### src/rtl/scaler_stream_pkg.sv
// Shared types and defaults for the scaler pixel-stream blocks.
//
// Contents:
//   DIM_WIDTH_DEF  - default width of frame-geometry inputs and x/y counters
//   DATA_WIDTH_DEF - default gray pixel width
//   state_t        - frame sequencer states {IDLE, RUN, DRAIN, DONE}
//   beat_t         - one stream beat {data, sof, eol} at the default pixel width
//
// Optional feature macro used by scaler_stream_src: SCALER_STREAM_SRC_PATTERN_EN.
package scaler_stream_pkg;

  localparam int unsigned DIM_WIDTH_DEF  = 16;
  localparam int unsigned DATA_WIDTH_DEF = 8;

  typedef enum logic [1:0] {
    IDLE  = 2'd0,
    RUN   = 2'd1,
    DRAIN = 2'd2,
    DONE  = 2'd3
  } state_t;

  typedef struct packed {
    logic [DATA_WIDTH_DEF-1:0] data;
    logic                      sof;
    logic                      eol;
  } beat_t;

endpackage

### src/rtl/scaler_skid_buf.sv
// Two-entry registered valid/ready buffer (main + skid) carrying one beat type.
//
// Handshake: a beat moves across a port in every cycle where its valid and
// ready are both high at the rising clock edge. out_valid_o and out_beat_o
// stay stable from assertion until that transfer. in_ready_o is a flop
// output (skid entry empty), so no out_ready_i -> in_ready_o path exists.
//
// Ports:
//   clk_i, rst_i            clock, asynchronous active-low reset
//   in_valid_i / in_beat_i  write side; a beat is taken when in_ready_o is high
//   in_ready_o              skid entry free
//   out_valid_o/out_beat_o  main entry, drives the consumer
//   out_ready_i             consumer ready
module scaler_skid_buf
  import scaler_stream_pkg::*;
#(
  parameter type T = beat_t
) (
  input  logic clk_i,
  input  logic rst_i,
  input  logic in_valid_i,
  input  T     in_beat_i,
  output logic in_ready_o,
  output logic out_valid_o,
  output T     out_beat_o,
  input  logic out_ready_i
);

  T     main_q, main_d;
  T     skid_q, skid_d;
  logic main_vld_q, main_vld_d;
  logic skid_vld_q, skid_vld_d;
  logic out_xfer;
  logic main_free;
  logic push;

  assign out_xfer  = main_vld_q && out_ready_i;
  assign main_free = !main_vld_q || out_xfer;
  assign push      = in_valid_i && !skid_vld_q;

  // The skid entry is always older than an incoming beat, so it refills
  // main first; a push can only happen while skid is empty.
  always_comb begin
    main_d     = main_q;
    main_vld_d = main_vld_q;
    skid_d     = skid_q;
    skid_vld_d = skid_vld_q;
    if (main_free) begin
      if (skid_vld_q) begin
        main_d     = skid_q;
        main_vld_d = 1'b1;
        skid_vld_d = 1'b0;
      end else if (push) begin
        main_d     = in_beat_i;
        main_vld_d = 1'b1;
      end else begin
        main_vld_d = 1'b0;
      end
    end else if (push) begin
      skid_d     = in_beat_i;
      skid_vld_d = 1'b1;
    end
  end

  always_ff @(posedge clk_i or negedge rst_i) begin
    if (!rst_i) begin
      main_q     <= '0;
      skid_q     <= '0;
      main_vld_q <= 1'b0;
      skid_vld_q <= 1'b0;
    end else begin
      main_q     <= main_d;
      skid_q     <= skid_d;
      main_vld_q <= main_vld_d;
      skid_vld_q <= skid_vld_d;
    end
  end

  assign in_ready_o  = !skid_vld_q;
  assign out_valid_o = main_vld_q;
  assign out_beat_o  = main_q;

endmodule

### src/rtl/scaler_stream_src.sv
// Pixel source for the gray scaler input: pops a first-word-fall-through FIFO
// and streams exactly width*height pixels per frame, tagging start-of-frame
// and end-of-line, through a registered 2-entry skid buffer.
//
// Ports:
//   clk_i, rst_i                clock, asynchronous active-low reset
//   frame_start_i               start pulse, accepted only in IDLE
//   src_width_i, src_height_i   geometry, latched on an accepted start
//   fifo_empty_i, fifo_data_i   FWFT FIFO head
//   fifo_rd_o                   FIFO pop strobe
//   tvalid_o, tdata_o, tready_i pixel stream to the scaler
//   sof_o, eol_o                first pixel of frame / last pixel of line
//   busy_o                      high in RUN, DRAIN and DONE
//   frame_done_o                one-cycle pulse after the last pixel transfers
//   state_o                     sequencer state, debug visibility
//   pattern_sel_i               only with SCALER_STREAM_SRC_PATTERN_EN: latched
//                               at frame start, replaces FIFO data by (x+y)
//
// Handshake: a pixel transfers when tvalid_o && tready_i at the rising edge;
// tvalid_o, tdata_o, sof_o and eol_o hold until that transfer.
module scaler_stream_src
  import scaler_stream_pkg::*;
#(
  parameter int unsigned DATA_WIDTH = DATA_WIDTH_DEF,
  parameter int unsigned DIM_WIDTH  = DIM_WIDTH_DEF
) (
  input  logic                  clk_i,
  input  logic                  rst_i,
  input  logic                  frame_start_i,
  input  logic [DIM_WIDTH-1:0]  src_width_i,
  input  logic [DIM_WIDTH-1:0]  src_height_i,
  input  logic                  fifo_empty_i,
  input  logic [DATA_WIDTH-1:0] fifo_data_i,
  output logic                  fifo_rd_o,
`ifdef SCALER_STREAM_SRC_PATTERN_EN
  input  logic                  pattern_sel_i,
`endif
  output logic                  tvalid_o,
  output logic [DATA_WIDTH-1:0] tdata_o,
  input  logic                  tready_i,
  output logic                  sof_o,
  output logic                  eol_o,
  output logic                  busy_o,
  output logic                  frame_done_o,
  output state_t                state_o
);

  // Beat type at this instance's pixel width (package beat_t is the default-width form).
  typedef struct packed {
    logic [DATA_WIDTH-1:0] data;
    logic                  sof;
    logic                  eol;
  } pix_beat_t;

  state_t                state_q;
  logic [DIM_WIDTH-1:0]  width_q;
  logic [DIM_WIDTH-1:0]  height_q;
  logic [DIM_WIDTH-1:0]  x_q;
  logic [DIM_WIDTH-1:0]  y_q;
  logic                  last_x;
  logic                  last_y;
  logic                  src_ok;
  logic                  skid_free;
  logic                  gen;
  logic                  drained_next;
  logic [DATA_WIDTH-1:0] in_data;
  pix_beat_t             in_beat;
  pix_beat_t             out_beat;

  assign last_x = (x_q == width_q - DIM_WIDTH'(1));
  assign last_y = (y_q == height_q - DIM_WIDTH'(1));

`ifdef SCALER_STREAM_SRC_PATTERN_EN
  logic pat_q;
  assign src_ok    = pat_q ? 1'b1 : !fifo_empty_i;
  assign fifo_rd_o = gen && !pat_q;
  assign in_data   = pat_q ? DATA_WIDTH'(x_q + y_q) : fifo_data_i;
`else
  assign src_ok    = !fifo_empty_i;
  assign fifo_rd_o = gen;
  assign in_data   = fifo_data_i;
`endif

  // Pop decision depends on flops and the FIFO flag only, never on tready_i.
  assign gen = (state_q == RUN) && src_ok && skid_free;

  // Nothing is written while draining, so the buffer is empty next cycle
  // when skid is free and main is empty or handing off its beat now.
  assign drained_next = skid_free && (!tvalid_o || tready_i);

  always_comb begin
    in_beat      = '0;
    in_beat.data = in_data;
    in_beat.sof  = (x_q == '0) && (y_q == '0);
    in_beat.eol  = last_x;
  end

  always_ff @(posedge clk_i or negedge rst_i) begin
    if (!rst_i) begin
      state_q  <= IDLE;
      width_q  <= '0;
      height_q <= '0;
      x_q      <= '0;
      y_q      <= '0;
`ifdef SCALER_STREAM_SRC_PATTERN_EN
      pat_q    <= 1'b0;
`endif
    end else begin
      case (state_q)
        IDLE: begin
          if (frame_start_i) begin
            width_q  <= src_width_i;
            height_q <= src_height_i;
            x_q      <= '0;
            y_q      <= '0;
`ifdef SCALER_STREAM_SRC_PATTERN_EN
            pat_q    <= pattern_sel_i;
`endif
            state_q  <= ((src_width_i == '0) || (src_height_i == '0)) ? DONE : RUN;
          end
        end
        RUN: begin
          if (gen) begin
            if (last_x) begin
              x_q <= '0;
              if (last_y) begin
                state_q <= DRAIN;
              end else begin
                y_q <= y_q + DIM_WIDTH'(1);
              end
            end else begin
              x_q <= x_q + DIM_WIDTH'(1);
            end
          end
        end
        DRAIN: begin
          if (drained_next) begin
            state_q <= DONE;
          end
        end
        DONE: begin
          state_q <= IDLE;
        end
        default: begin
          state_q <= IDLE;
        end
      endcase
    end
  end

  scaler_skid_buf #(
    .T (pix_beat_t)
  ) u_skid (
    .clk_i       (clk_i),
    .rst_i       (rst_i),
    .in_valid_i  (gen),
    .in_beat_i   (in_beat),
    .in_ready_o  (skid_free),
    .out_valid_o (tvalid_o),
    .out_beat_o  (out_beat),
    .out_ready_i (tready_i)
  );

  assign tdata_o      = out_beat.data;
  assign sof_o        = out_beat.sof;
  assign eol_o        = out_beat.eol;
  assign busy_o       = (state_q != IDLE);
  assign frame_done_o = (state_q == DONE);
  assign state_o      = state_q;

endmodule

### config.mk
export PLATFORM = sky130hd
export DESIGN_NAME = scaler_stream_src
export DESIGN_NICKNAME = d
export VERILOG_FILES = /design/src/rtl/scaler_stream_pkg.sv /design/src/rtl/scaler_skid_buf.sv /design/src/rtl/scaler_stream_src.sv
export SDC_FILE = /design/constraint.sdc
export NUM_CORES = 1
export LEC_CHECK = 0
export BUFFER_PORTS_ARGS = -buffer_cell sky130_fd_sc_hd__buf_4
export CORE_UTILIZATION = 30
export DETAILED_ROUTE_END_ITERATION = 6
export SLEW_MARGIN = 25
export SYNTH_ARGS = -nofsm -noshare
export SYNTH_HDL_FRONTEND = slang
export SYNTH_HIERARCHICAL = 1
export SYNTH_SLANG_ARGS = --single-unit
### constraint.sdc
create_clock -name clk_i -period 7.4 [get_ports clk_i]
set_input_delay 2.22 -clock clk_i [delete_from_list [all_inputs] [get_ports clk_i]]
set_output_delay 2.22 -clock clk_i [all_outputs]
set_load 0.05 [all_outputs]
==> results.yml <==
min_path:
  hp-class: "reg2reg"
  min_to: "u_skid/skid_q[2]"
  hp-start: "u_skid/skid_q[2]"
  hold_depth: 1
worst_setup_path:
  critPathBufInv: 3
  slowest_stage: "nand3b_1"
  worst_ep_required_time_ns: 5.18
  r2r-start: "height_q[0]"
  cpMostUsedCell: "buf_4"
  arrival_ns: 3.00
  worstRegToRegCells: 10
  path_class: "in2out"
  worst_setup_path_start_kind: "input port"
  max_stage_delay_ns: 0.27
  worst-path-max-fanout: 4
  cp_top_family: "buffers and inverters"
  cp-end-kind: "output pin"
  regToRegSetupSlack_ns: 3.68
  path_cells: "buf_4 > nand3b_1 > inv_1 > buf_4"
  reg2reg_to: "y_q[2]"
logic_synthesis:
  synth_edf_count: 0
  yosysSeqAreaShare_pct: 39.4
  yosysWarnings: 6
  synthCells: 550
  netlist_area_mm2: 0.00559
  ys.flop_type: "dfrtp_1"
  async_flop_share_pct: 100
  yosysTopAreaCellShare_pct: 39.4
  synth_area_per_cell_um2: 10.2
  synthTopCellsByArea: "dfrtp_1, mux2_2, mux2_4"
  syn-num-nets: 606
  ys_ff_latch: 88
  synth_cell_types: 71
  synth_largest_area_cell: "dfrtp_1"
clock_network:
  cts_sinks: 88
  cts_tree: "yes"
  cts_buffer_depth: 2
  postCtsSetupBuffers: 0
  cts.repair.resized: 0
  clkTransAtPathRegs_ns: 0.06
  cts-root-buf: "clkbuf_16"
  clock_latency_ns: 0.36
  numCtsBuffers: 9
  cts_max_level: 3
  postCtsHoldBufs: 0
grt:
  antenna_found_initial: 0
  grt_pass1_vias: 4586
  grtUsageTotal_pct: 14.9
  grt_pass1_wl_um: 23000
  grt_max_degree: 67
  grt_overflow: 0
pwr:
  peakVddDrop_mv: 0.126
  p_leak_uw: 0.00273
  powerDensity_mw_per_mm2: 370
  power_uw: 2400
finish:
  area_growth_pct: 16.1
  seq_area_mm2: 0.00220
  final_cell_area_mm2: 0.00649
  antenna_cells: 0
  multi_input_area_mm2: 0.00315
  fillCellCount: 1783
  drive_above_1_share_pct: 27.0
  layout.nets: 651
routing:
  postRouteAntennaNets: 0
  dr.max_layer_used: "met4"
  drt_wl_total_um: 13500
  wl_met1_um: 5880
  first_pass_iters: 6
  drcViolationCount: 2
  via_per_inst: 5.39
  met2_wirelength_um: 7010
  vias: 4470
  drt-initial-drc-count: 245
  wl_per_cell_um: 16.3
  wl_met3_um: 318
timing:
  setup_viol: 0
  skew_ns: 0.0163
  max_freq_mhz: 192
  timing.slew.headroom_pct: 34.8
  hold_viol: 0
  fin_tns_setup_ns: 0
  period_minus_slack_ns: 5.22
  fin_crit_sh_pct: 70.5
  rsz0062_at_grt: "no"
  finalMaxSlewViolations: 0
  worst_pin_slew_ns: 0.968
  worst_slack_ns: 2.18
status:
  outcome: "complete, but fails checks"
  violations: "DRC"
floorplanning:
  die_w_um: 138
  fp-row-count: 49
  ioPinCount: 61
  start_util_pct: 30.9
  die_y_um: 138
  die_area_mm2: 0.0192
  core_mm2: 0.0181
placed_design:
  place_worst_setup_slack_ns: 2.15
  placed_area_mm2: 0.00619
  port_buffers: 60
  gp_congestion: 0.836
  place_hpwl_um: 10100
run:
  maxCapViolations: 0
==> cells in the mapped netlist, types with 16 or more instances <==
| cell type | instances |
|---|---|
| dfrtp_1 | 88 |
| mux2_2 | 46 |
| nor2_1 | 40 |
| xor2_1 | 27 |
| a21oi_1 | 23 |
| nor4_1 | 23 |
| xnor2_1 | 23 |
| inv_1 | 22 |
| nand4_1 | 19 |
| clkbuf_1 | 18 |
| nand2_1 | 17 |
| mux2_4 | 16 |
==> per-layer routing <==
metal  track usage [%]  up-vias
met4              6.51        0
li1                  -     2148
met2              26.4       70
met1              18.1     2234
met3              1.80       18
met5                 0        -
==> flip-flops by register name, indices dropped and copies added, names as in the netlist <==
register	cells
x_q	16
height_q	16
width_q	16
u_skid/skid_q	10
u_skid/out_beat_o	10
y_q	16
u_skid/skid_vld_q	1
state_o	2
u_skid/out_valid_o	1
==> through the flow <==
stage / hold WS (ns) / std cells / utilization (%)
floorplan: 0.452 / 550 / -
global placement: 0.466 / 813 / 34.3
detailed placement: 0.475 / 813 / 34.3
CTS: 0.489 / 829 / 35.9
global route: 0.504 / 829 / 35.9
finish: 0.486 / 829 / 35.9
==> layout by cell type, fill, tap and decap left out, types with 3 or more instances in the layout <==
cell,n
ha_1,11
nor2_1,40
o21a_1,3
dfrtp_1,88
a211oi_1,3
o211ai_1,8
mux2i_1,4
a21oi_1,23
a22oi_1,3
o31ai_1,10
nor3_1,10
nand3_1,15
nor4_1,23
nand2b_1,6
nand2_1,17
mux2_2,46
xor2_1,27
xnor2_1,23
o21ai_0,11
or3_1,9
clkbuf_16,9
nor3b_1,3
mux2_4,16
nor3_2,3
and3_1,12
inv_1,22
nor4b_1,3
nand4_1,19
or2_2,4
buf_4,63
or4_1,12
==> cell type report <==
| class | count | share of cell area, % |
|---|---|---|
| Clock inverter | 7 | 1.02 |
| Timing Repair Buffer | 63 | 7.29 |
| Multi-Input combinational cell | 410 | 48.5 |
| Sequential cell | 88 | 34.0 |
| Clock buffer | 9 | 3.47 |
| Tap cell | 229 | 4.42 |
| Inverter | 23 | 1.33 |
==> worst register-to-register path, delay by kind of cell (launching register included) <==
| kind | cells | cell delay [ns] |
|---|---|---|
| simple gates | 5 | 2.16 |
| compound gates | 3 | 0.61 |
| flops | 1 | 0.48 |
| fa+ha+maj | 1 | 0.31 |
| buf+inv | 1 | 0.10 |
==> how the worst max path moves through the flow <==
| stage | endpoint | startpoint | slack [ns] | cells after the start |
|---|---|---|---|---|
| after global routing | fifo_rd_o | fifo_empty_i | 2.11 | 4 |
| after floorplan | fifo_rd_o | fifo_empty_i | 2.38 | 2 |
| after CTS | fifo_rd_o | fifo_empty_i | 2.14 | 4 |
| final | fifo_rd_o | fifo_empty_i | 2.18 | 4 |
| after detailed placement | fifo_rd_o | fifo_empty_i | 2.15 | 4 |
| after global placement | fifo_rd_o | fifo_empty_i | 2.17 | 4 |
==> cell families after synthesis <==
logic type      Yosys count  share of synthesized area, %
mux                      68                          14.7
buf+inv                  52                          4.23
compound gates           89                          11.1
flops                    88                          39.4
simple gates            192                          20.3
fa+ha+maj                11                          2.46
xor+xnor                 50                          7.84
==> power breakdown <==
part	total [µW]	switching (µW)	internal, µW
Sequential	857	216	641
Combinational	1100	615	485
Clock	445	211	234
Power figures use the tool's default switching activity.
